**src/rtl/mem_req_sequencer_if.sv**
```systemverilog
// Request, response and memory-side signal bundle for mem_req_sequencer.
// The master side issues requests and models the memory; the slave side is the sequencer.
interface mem_req_sequencer_if #(
  parameter int DEPTH = 4,
  parameter int CNT_W = $clog2(DEPTH) + 1
);
  logic             req_valid;
  logic             req_ready;
  logic             req_wr;
  logic [4:0]       req_addr;
  logic [7:0]       req_data;
  logic             rsp_valid;
  logic             rsp_ready;
  logic [4:0]       rsp_addr;
  logic [7:0]       rsp_data;
  logic             mem_rd_en;
  logic             mem_wr_en;
  logic [4:0]       mem_addr;
  logic [7:0]       mem_data_in;
  logic [7:0]       mem_data_out;
  logic [CNT_W-1:0] fifo_count;

  modport master (
    output req_valid, req_wr, req_addr, req_data, rsp_ready, mem_data_out,
    input  req_ready, rsp_valid, rsp_addr, rsp_data,
           mem_rd_en, mem_wr_en, mem_addr, mem_data_in, fifo_count
  );

  modport slave (
    input  req_valid, req_wr, req_addr, req_data, rsp_ready, mem_data_out,
    output req_ready, rsp_valid, rsp_addr, rsp_data,
           mem_rd_en, mem_wr_en, mem_addr, mem_data_in, fifo_count
  );
endinterface

```
**src/rtl/mem_req_sequencer.sv**
```systemverilog
// Buffers read/write requests in a FIFO and sequences them onto a 32x8 XOR-write
// synchronous memory, returning read data over a valid/ready response channel.
module mem_req_sequencer #(
  parameter int DEPTH = 4,
  parameter int CNT_W = $clog2(DEPTH) + 1
) (
  input logic               clk,
  input logic               rst,
  mem_req_sequencer_if.slave bus
);
  localparam int PTR_W = $clog2(DEPTH);

  typedef enum logic [2:0] {IDLE, WR, RD, CAP, RSP} state_t;

  state_t state, state_n;

  logic             fifo_wr   [DEPTH];
  logic [4:0]       fifo_addr [DEPTH];
  logic [7:0]       fifo_data [DEPTH];
  logic [PTR_W-1:0] wr_ptr, rd_ptr;
  logic [CNT_W-1:0] count;

  logic       full, empty, push, pop;
  logic       head_wr;
  logic [4:0] head_addr;
  logic [7:0] head_data;

  logic       rd_en_q, rd_en_n;
  logic       wr_en_q, wr_en_n;
  logic [4:0] addr_q, addr_n;
  logic [7:0] din_q, din_n;
  logic       rsp_valid_q, rsp_valid_n;
  logic [4:0] rsp_addr_q, rsp_addr_n;
  logic [7:0] rsp_data_q, rsp_data_n;
  logic [4:0] rd_addr_q, rd_addr_n;

  assign full      = (count == CNT_W'(DEPTH));
  assign empty     = (count == '0);
  assign push      = bus.req_valid && !full;
  assign head_wr   = fifo_wr[rd_ptr];
  assign head_addr = fifo_addr[rd_ptr];
  assign head_data = fifo_data[rd_ptr];

  // Request FIFO: pointers wrap naturally because DEPTH is a power of two
  always_ff @(posedge clk) begin
    if (rst) begin
      wr_ptr <= '0;
      rd_ptr <= '0;
      count  <= '0;
    end else begin
      if (push) wr_ptr <= wr_ptr + PTR_W'(1);
      if (pop)  rd_ptr <= rd_ptr + PTR_W'(1);
      case ({push, pop})
        2'b10:   count <= count + CNT_W'(1);
        2'b01:   count <= count - CNT_W'(1);
        default: count <= count;
      endcase
    end
  end

  always_ff @(posedge clk) begin
    if (push) begin
      fifo_wr[wr_ptr]   <= bus.req_wr;
      fifo_addr[wr_ptr] <= bus.req_addr;
      fifo_data[wr_ptr] <= bus.req_data;
    end
  end

  // Next-state and next-output logic; enables drop unless an access is issued
  always_comb begin
    state_n     = state;
    pop         = 1'b0;
    rd_en_n     = 1'b0;
    wr_en_n     = 1'b0;
    addr_n      = addr_q;
    din_n       = din_q;
    rsp_valid_n = rsp_valid_q;
    rsp_addr_n  = rsp_addr_q;
    rsp_data_n  = rsp_data_q;
    rd_addr_n   = rd_addr_q;
    case (state)
      IDLE: begin
        if (!empty) begin
          pop    = 1'b1;
          addr_n = head_addr;
          if (head_wr) begin
            wr_en_n = 1'b1;
            din_n   = head_data;
            state_n = WR;
          end else begin
            rd_en_n   = 1'b1;
            rd_addr_n = head_addr;
            state_n   = RD;
          end
        end
      end
      WR: begin
        if (!empty && head_wr) begin
          pop     = 1'b1;
          wr_en_n = 1'b1;
          addr_n  = head_addr;
          din_n   = head_data;
        end else begin
          state_n = IDLE;
        end
      end
      // Memory samples the read on the RD->CAP edge; data_out is valid in CAP
      RD:  state_n = CAP;
      CAP: begin
        rsp_data_n  = bus.mem_data_out;
        rsp_addr_n  = rd_addr_q;
        rsp_valid_n = 1'b1;
        state_n     = RSP;
      end
      RSP: begin
        if (bus.rsp_ready) begin
          rsp_valid_n = 1'b0;
          state_n     = IDLE;
        end
      end
      default: state_n = IDLE;
    endcase
  end

  always_ff @(posedge clk) begin
    if (rst) begin
      state       <= IDLE;
      rd_en_q     <= 1'b0;
      wr_en_q     <= 1'b0;
      addr_q      <= '0;
      din_q       <= '0;
      rsp_valid_q <= 1'b0;
      rsp_addr_q  <= '0;
      rsp_data_q  <= '0;
      rd_addr_q   <= '0;
    end else begin
      state       <= state_n;
      rd_en_q     <= rd_en_n;
      wr_en_q     <= wr_en_n;
      addr_q      <= addr_n;
      din_q       <= din_n;
      rsp_valid_q <= rsp_valid_n;
      rsp_addr_q  <= rsp_addr_n;
      rsp_data_q  <= rsp_data_n;
      rd_addr_q   <= rd_addr_n;
    end
  end

  assign bus.req_ready   = !full;
  assign bus.fifo_count  = count;
  assign bus.mem_rd_en   = rd_en_q;
  assign bus.mem_wr_en   = wr_en_q;
  assign bus.mem_addr    = addr_q;
  assign bus.mem_data_in = din_q;
  assign bus.rsp_valid   = rsp_valid_q;
  assign bus.rsp_addr    = rsp_addr_q;
  assign bus.rsp_data    = rsp_data_q;
endmodule

```
**src/flat_wrapper.sv**
```systemverilog
// flat-port wrapper written by rule: the top's interface ports become plain ports
module mem_req_sequencer_flat 
#(
  parameter int DEPTH = 4,
  parameter int CNT_W = $clog2(DEPTH) + 1
)
  (clk, rst, bus_req_valid, bus_req_wr, bus_req_addr, bus_req_data, bus_rsp_ready, bus_mem_data_out, bus_req_ready, bus_rsp_valid, bus_rsp_addr, bus_rsp_data, bus_mem_rd_en, bus_mem_wr_en, bus_mem_addr, bus_mem_data_in, bus_fifo_count);
  mem_req_sequencer_if #(.DEPTH(DEPTH), .CNT_W(CNT_W)) bus_i ();
  input logic clk;
  input logic rst;
  input wire logic [$bits(bus_i.req_valid)-1:0] bus_req_valid;
  input wire logic [$bits(bus_i.req_wr)-1:0] bus_req_wr;
  input wire logic [$bits(bus_i.req_addr)-1:0] bus_req_addr;
  input wire logic [$bits(bus_i.req_data)-1:0] bus_req_data;
  input wire logic [$bits(bus_i.rsp_ready)-1:0] bus_rsp_ready;
  input wire logic [$bits(bus_i.mem_data_out)-1:0] bus_mem_data_out;
  output wire logic [$bits(bus_i.req_ready)-1:0] bus_req_ready;
  output wire logic [$bits(bus_i.rsp_valid)-1:0] bus_rsp_valid;
  output wire logic [$bits(bus_i.rsp_addr)-1:0] bus_rsp_addr;
  output wire logic [$bits(bus_i.rsp_data)-1:0] bus_rsp_data;
  output wire logic [$bits(bus_i.mem_rd_en)-1:0] bus_mem_rd_en;
  output wire logic [$bits(bus_i.mem_wr_en)-1:0] bus_mem_wr_en;
  output wire logic [$bits(bus_i.mem_addr)-1:0] bus_mem_addr;
  output wire logic [$bits(bus_i.mem_data_in)-1:0] bus_mem_data_in;
  output wire logic [$bits(bus_i.fifo_count)-1:0] bus_fifo_count;
  assign bus_i.req_valid = bus_req_valid;
  assign bus_i.req_wr = bus_req_wr;
  assign bus_i.req_addr = bus_req_addr;
  assign bus_i.req_data = bus_req_data;
  assign bus_i.rsp_ready = bus_rsp_ready;
  assign bus_i.mem_data_out = bus_mem_data_out;
  assign bus_req_ready = bus_i.req_ready;
  assign bus_rsp_valid = bus_i.rsp_valid;
  assign bus_rsp_addr = bus_i.rsp_addr;
  assign bus_rsp_data = bus_i.rsp_data;
  assign bus_mem_rd_en = bus_i.mem_rd_en;
  assign bus_mem_wr_en = bus_i.mem_wr_en;
  assign bus_mem_addr = bus_i.mem_addr;
  assign bus_mem_data_in = bus_i.mem_data_in;
  assign bus_fifo_count = bus_i.fifo_count;
  mem_req_sequencer #(.DEPTH(DEPTH), .CNT_W(CNT_W)) u_core (.clk(clk), .rst(rst), .bus(bus_i));
endmodule
```
**config.mk**
```make
export PLATFORM = sky130hd
export DESIGN_NAME = mem_req_sequencer_flat
export DESIGN_NICKNAME = d
export VERILOG_FILES = /design/src/rtl/mem_req_sequencer_if.sv /design/src/rtl/mem_req_sequencer.sv /design/src/flat_wrapper.sv
export SDC_FILE = /design/constraint.sdc
export NUM_CORES = 1
export LEC_CHECK = 0
export ABC_AREA = 0
export CAP_MARGIN = 20
export CORE_UTILIZATION = 56
export DETAILED_ROUTE_END_ITERATION = 7
export DONT_BUFFER_PORTS = 1
export HOLD_SLACK_MARGIN = 0.06
export PLACE_DENSITY = 0.74
export SLEW_MARGIN = 10
export SYNTH_ARGS = -nofsm -noshare
export SYNTH_HDL_FRONTEND = slang
export SYNTH_SLANG_ARGS = --single-unit
export TNS_END_PERCENT = 20
```
**constraint.sdc**
```tcl
create_clock -name clk -period 2.48 [get_ports clk]
set_input_delay 0.62 -clock clk [delete_from_list [all_inputs] [get_ports clk]]
set_output_delay 0.62 -clock clk [all_outputs]
set_load 0.05 [all_outputs]
```
==> impl_metrics.py <==
metrics = {
    "synthesis": {
        "synth.top_cells.by_area": "sky130_fd_sc_hd__edfxtp_1 (43%), sky130_fd_sc_hd__dfxtp_1 (23%), sky130_fd_sc_hd__mux4_2 (8.0%)",
        "net_count_synth": 317,
        "gate_count_of_the_mapped_netlist": 285,
        "synth.yosys.seq_area_share_pct": 65.8,
        "yosysTopAreaCell": "sky130_fd_sc_hd__edfxtp_1",
        "synth_warnings": 0,
        "synth_cell_type_count": 38,
        "post_synth_instance_area_sq_mm": 0.00395,
        "ys_seq_elements": 102,
        "synth_top_cell_area_share_pct": 42.5,
        "synthesis.area_per_instance_sq_um": 13.9,
    },
    "drt": {
        "drc": 0,
        "drtAntennaViolNets": 0,
        "drt-vias-per-instance": 5.31,
        "route.final.wire_length_microns": 6540,
        "via_count": 2141,
        "drt-initial-drc-count": 35,
        "firstDrtPassIters": 4,
        "detail_route.wl_per_cell_microns": 16.2,
    },
    "floorplan": {
        "area_of_the_core_region_sq_mm": 0.00679,
        "initial_core_util_pct": 58.2,
        "die-area_sq_mm": 0.00740,
        "fp.dieH_microns": 86.0,
        "die_width_microns": 86.0,
        "core.rowCount": 30,
        "i_o_pin_count": 59,
    },
    "worst_setup_path": {
        "critPathMaxStageDelay_ps": 340,
        "setup.worst_path.start_class": "flip-flop",
        "reg2reg_from": "u_core.state[1]",
        "worst_ep_required_time_ps": 2770,
        "timing.rr.end": "u_core.bus.fifo_count[2]",
        "worst_path_max_delay_cell": "sky130_fd_sc_hd__a311o_1",
        "worst_reg_to_reg_setup_slack_ps": 80,
        "critical_path.top_delay_family": "simple AND/OR/NAND/NOR gates",
        "critPathMaxFanout": 4,
        "cp-end-kind": "flip-flop",
        "timing.setup.critical_path_class": "flip-flop to flip-flop",
        "timing.critical_path.cells": "or2_4, a311o_1, or2_4, inv_4, ha_4, inv_1, fa_2, xor2_1, or3_1, a21oi_1",
        "rr_worst_depth": 10,
        "critical_path_buf_inv_count": 2,
        "arrival_ps": 2690,
        "critical-path-top-cell-by-count": "sky130_fd_sc_hd__or2_4",
    },
    "grt": {
        "grt_overflow_total": 0,
        "first_global_vias": 2154,
        "grt_first_pass_wirelength_microns": 10400,
        "antenna_found_initial": 0,
        "grtUsageTotal_pct": 19.0,
        "grt_max_degree": 51,
    },
    "finish": {
        "final_nets": 334,
        "most-common-layout-cells": "sky130_fd_sc_hd__edfxtp_1 (56), sky130_fd_sc_hd__dfxtp_1 (41), sky130_fd_sc_hd__nand2_1 (31)",
        "antenna_cells": 0,
        "fillers": 521,
        "stdcell_area_sq_mm": 0.00435,
        "final_core_utilization_pct": 64.0,
        "final_common_cell": "sky130_fd_sc_hd__edfxtp_1",
        "area_growth_syn_to_layout_pct": 10.0,
        "drive_above_1_share_pct": 22.1,
    },
    "placed_design": {
        "detailedPlacementHpwl_microns": 4320,
        "post_dp_cell_area_sq_mm": 0.00414,
        "place.gp.congestion": 0.693,
        "io_buffers": 0,
    },
    "clocking": {
        "cts-htree-levels": 3,
        "clk_pin_slew_ps": 100,
        "ctsLongestPathBuffers": 2,
        "cts.sink_count": 102,
        "clock_insertion_delay_worst_skew_ps": 360,
        "clockRootBuffer": "sky130_fd_sc_hd__clkbuf_8",
        "num_cts_buffers": 9,
        "cts_tree": "built",
    },
    "worst_hold_path": {
        "worst_hold_path.num_cells": 1,
        "min-delay-start": "rst",
        "min-delay-path-class": "input pin to flip-flop",
        "min_to": "u_core.bus.fifo_count[0]",
    },
    "timing": {
        "maxSlewViolCount": 0,
        "timing_worst_slew_pin_value_ps": 551,
        "setup_violations_final": 0,
        "timing.final.crit_period_ps": 2400,
        "timing.hold.ws_ps": 318,
        "post-route-period-util_pct": 96.9,
        "final.setup.tns_ps": 0,
        "final-hold-violation-count": 0,
        "fmax_ghz": 0.416,
        "worst_clock_skew_ps": 16.0,
        "max-slew-margin-rel_pct": 63.3,
    },
    "power": {
        "report.power.total_mw": 5.16,
        "power-per-cell-area_mw_per_mm2": 1190,
        "leakagePower_nw": 1.52,
        "worst_ir_drop_vdd_uv": 545,
    },
    "run": {
        "maxCapViolCount": 0,
    },
    "run_status": {
        "status": "finished, final reports clean",
    },
}
==> worst max path at each step <==
stage	endpoint	depth (start not counted)	start	slack, ps
floorplan	u_core.bus.fifo_count[2]	9	u_core.bus.fifo_count[2]	30
global placement	u_core.bus.fifo_count[2]	10	u_core.state[1]	80
detailed placement	u_core.bus.fifo_count[2]	10	flip-flop	30
CTS	u_core.bus.fifo_count[2]	10	u_core.state[1]	30
global route	u_core.bus.fifo_count[2]	10	u_core.state[1]	-3
finish	u_core.bus.fifo_count[2]	10	u_core.state[1]	80
==> cell type report <==
type	count	area [sq um]	share of cell area, %
Clock buffer	10	128	2.94
Clock inverter	6	52.6	1.21
Inverter	8	32.5	0.748
Multi-Input combinational cell	161	1250	28.7
Sequential cell	102	2620	60.2
Tap cell	96	120	2.76
Timing Repair Buffer	20	150	3.45
==> sequential cells by signal (all words and copies together) (netlist names), named ones only <==
register,cells
u_core.wr_ptr,2
u_core.fifo_addr,20
u_core.fifo_wr,4
u_core.bus.mem_data_in,8
u_core.bus.mem_addr,5
u_core.bus.mem_rd_en,1
u_core.bus.mem_wr_en,1
u_core.bus.rsp_data,8
u_core.fifo_data,32
u_core.state,3
u_core.bus.fifo_count,3
u_core.rd_ptr,2
u_core.bus.rsp_addr,5
u_core.rd_addr_q,5
u_core.bus.rsp_valid,1
==> cell usage after synthesis (all sizes together) <==
cell type  instances
ha                 5
o21ai             11
nor4               3
mux4              14
and2               1
or2                4
edfxtp            56
xnor2              1
mux2i             14
nor2              23
nor2b              7
buf                7
or3                1
nand3b             1
xor2               2
mux2               3
or4                1
nand2             31
or3b               2
a211oi             1
and3               4
clkbuf             7
a311o              1
inv                8
a21oi             20
fa                 1
nand2b             5
o31ai              1
dfxtp             46
nor3b              2
nor3               2
==> metrics by stage <==
stage,instances,worst slack (ps)
2_1_floorplan,285,26.5
3_3_place_gp,384,82.5
3_5_place_dp,384,33.8
4_1_cts,400,30.2
5_1_grt,403,-3.03
6_report,403,76.8
==> metal layers <==
| metal | track usage (%) | share of wire [%] |
|---|---|---|
| met3 | 5.97 | 7.3 |
| met5 | 0 | 0 |
| met2 | 31.5 | 47 |
| met4 | 7.27 | 1.4 |
| met1 | 23.3 | 44 |
==> cells by family after synthesis <==
group,synth area share (%)
mux,12.4
xor+xnor,0.665
buf+inv,3.17
fa+ha+maj,2.09
simple gates,11.3
compound gates,4.56
flops,65.8
==> worst register-to-register path: cells and delay by family, from the launching register on <==
| kind | cells | cell delay, ps |
|---|---|---|
| DFF | 1 | 330 |
| xor gates and xnor gates | 1 | 150 |
| AOI/OAI and AO/OA | 2 | 460 |
| buffers and inverters | 2 | 120 |
| adders and majority gates | 2 | 460 |
| and+or+nand+nor | 3 | 840 |
==> where the power goes <==
part / total, mW / internal [mW] / leakage [nW] / switching, mW
Sequential: 2.67 / 2.10 / 0.891 / 0.568
Combinational: 1.54 / 0.759 / 0.540 / 0.783
Clock: 0.953 / 0.381 / 0.0854 / 0.571
==> timing repair <==
| item | in CTS | in global routing |
|---|---|---|
| hold buffers | 0 | 0 |
| resized for setup | 0 | 3 |
| endpoints found under the setup margin | 0 | 1 |
| setup buffers | 0 | 3 |
(Power assumes the default switching activity.)
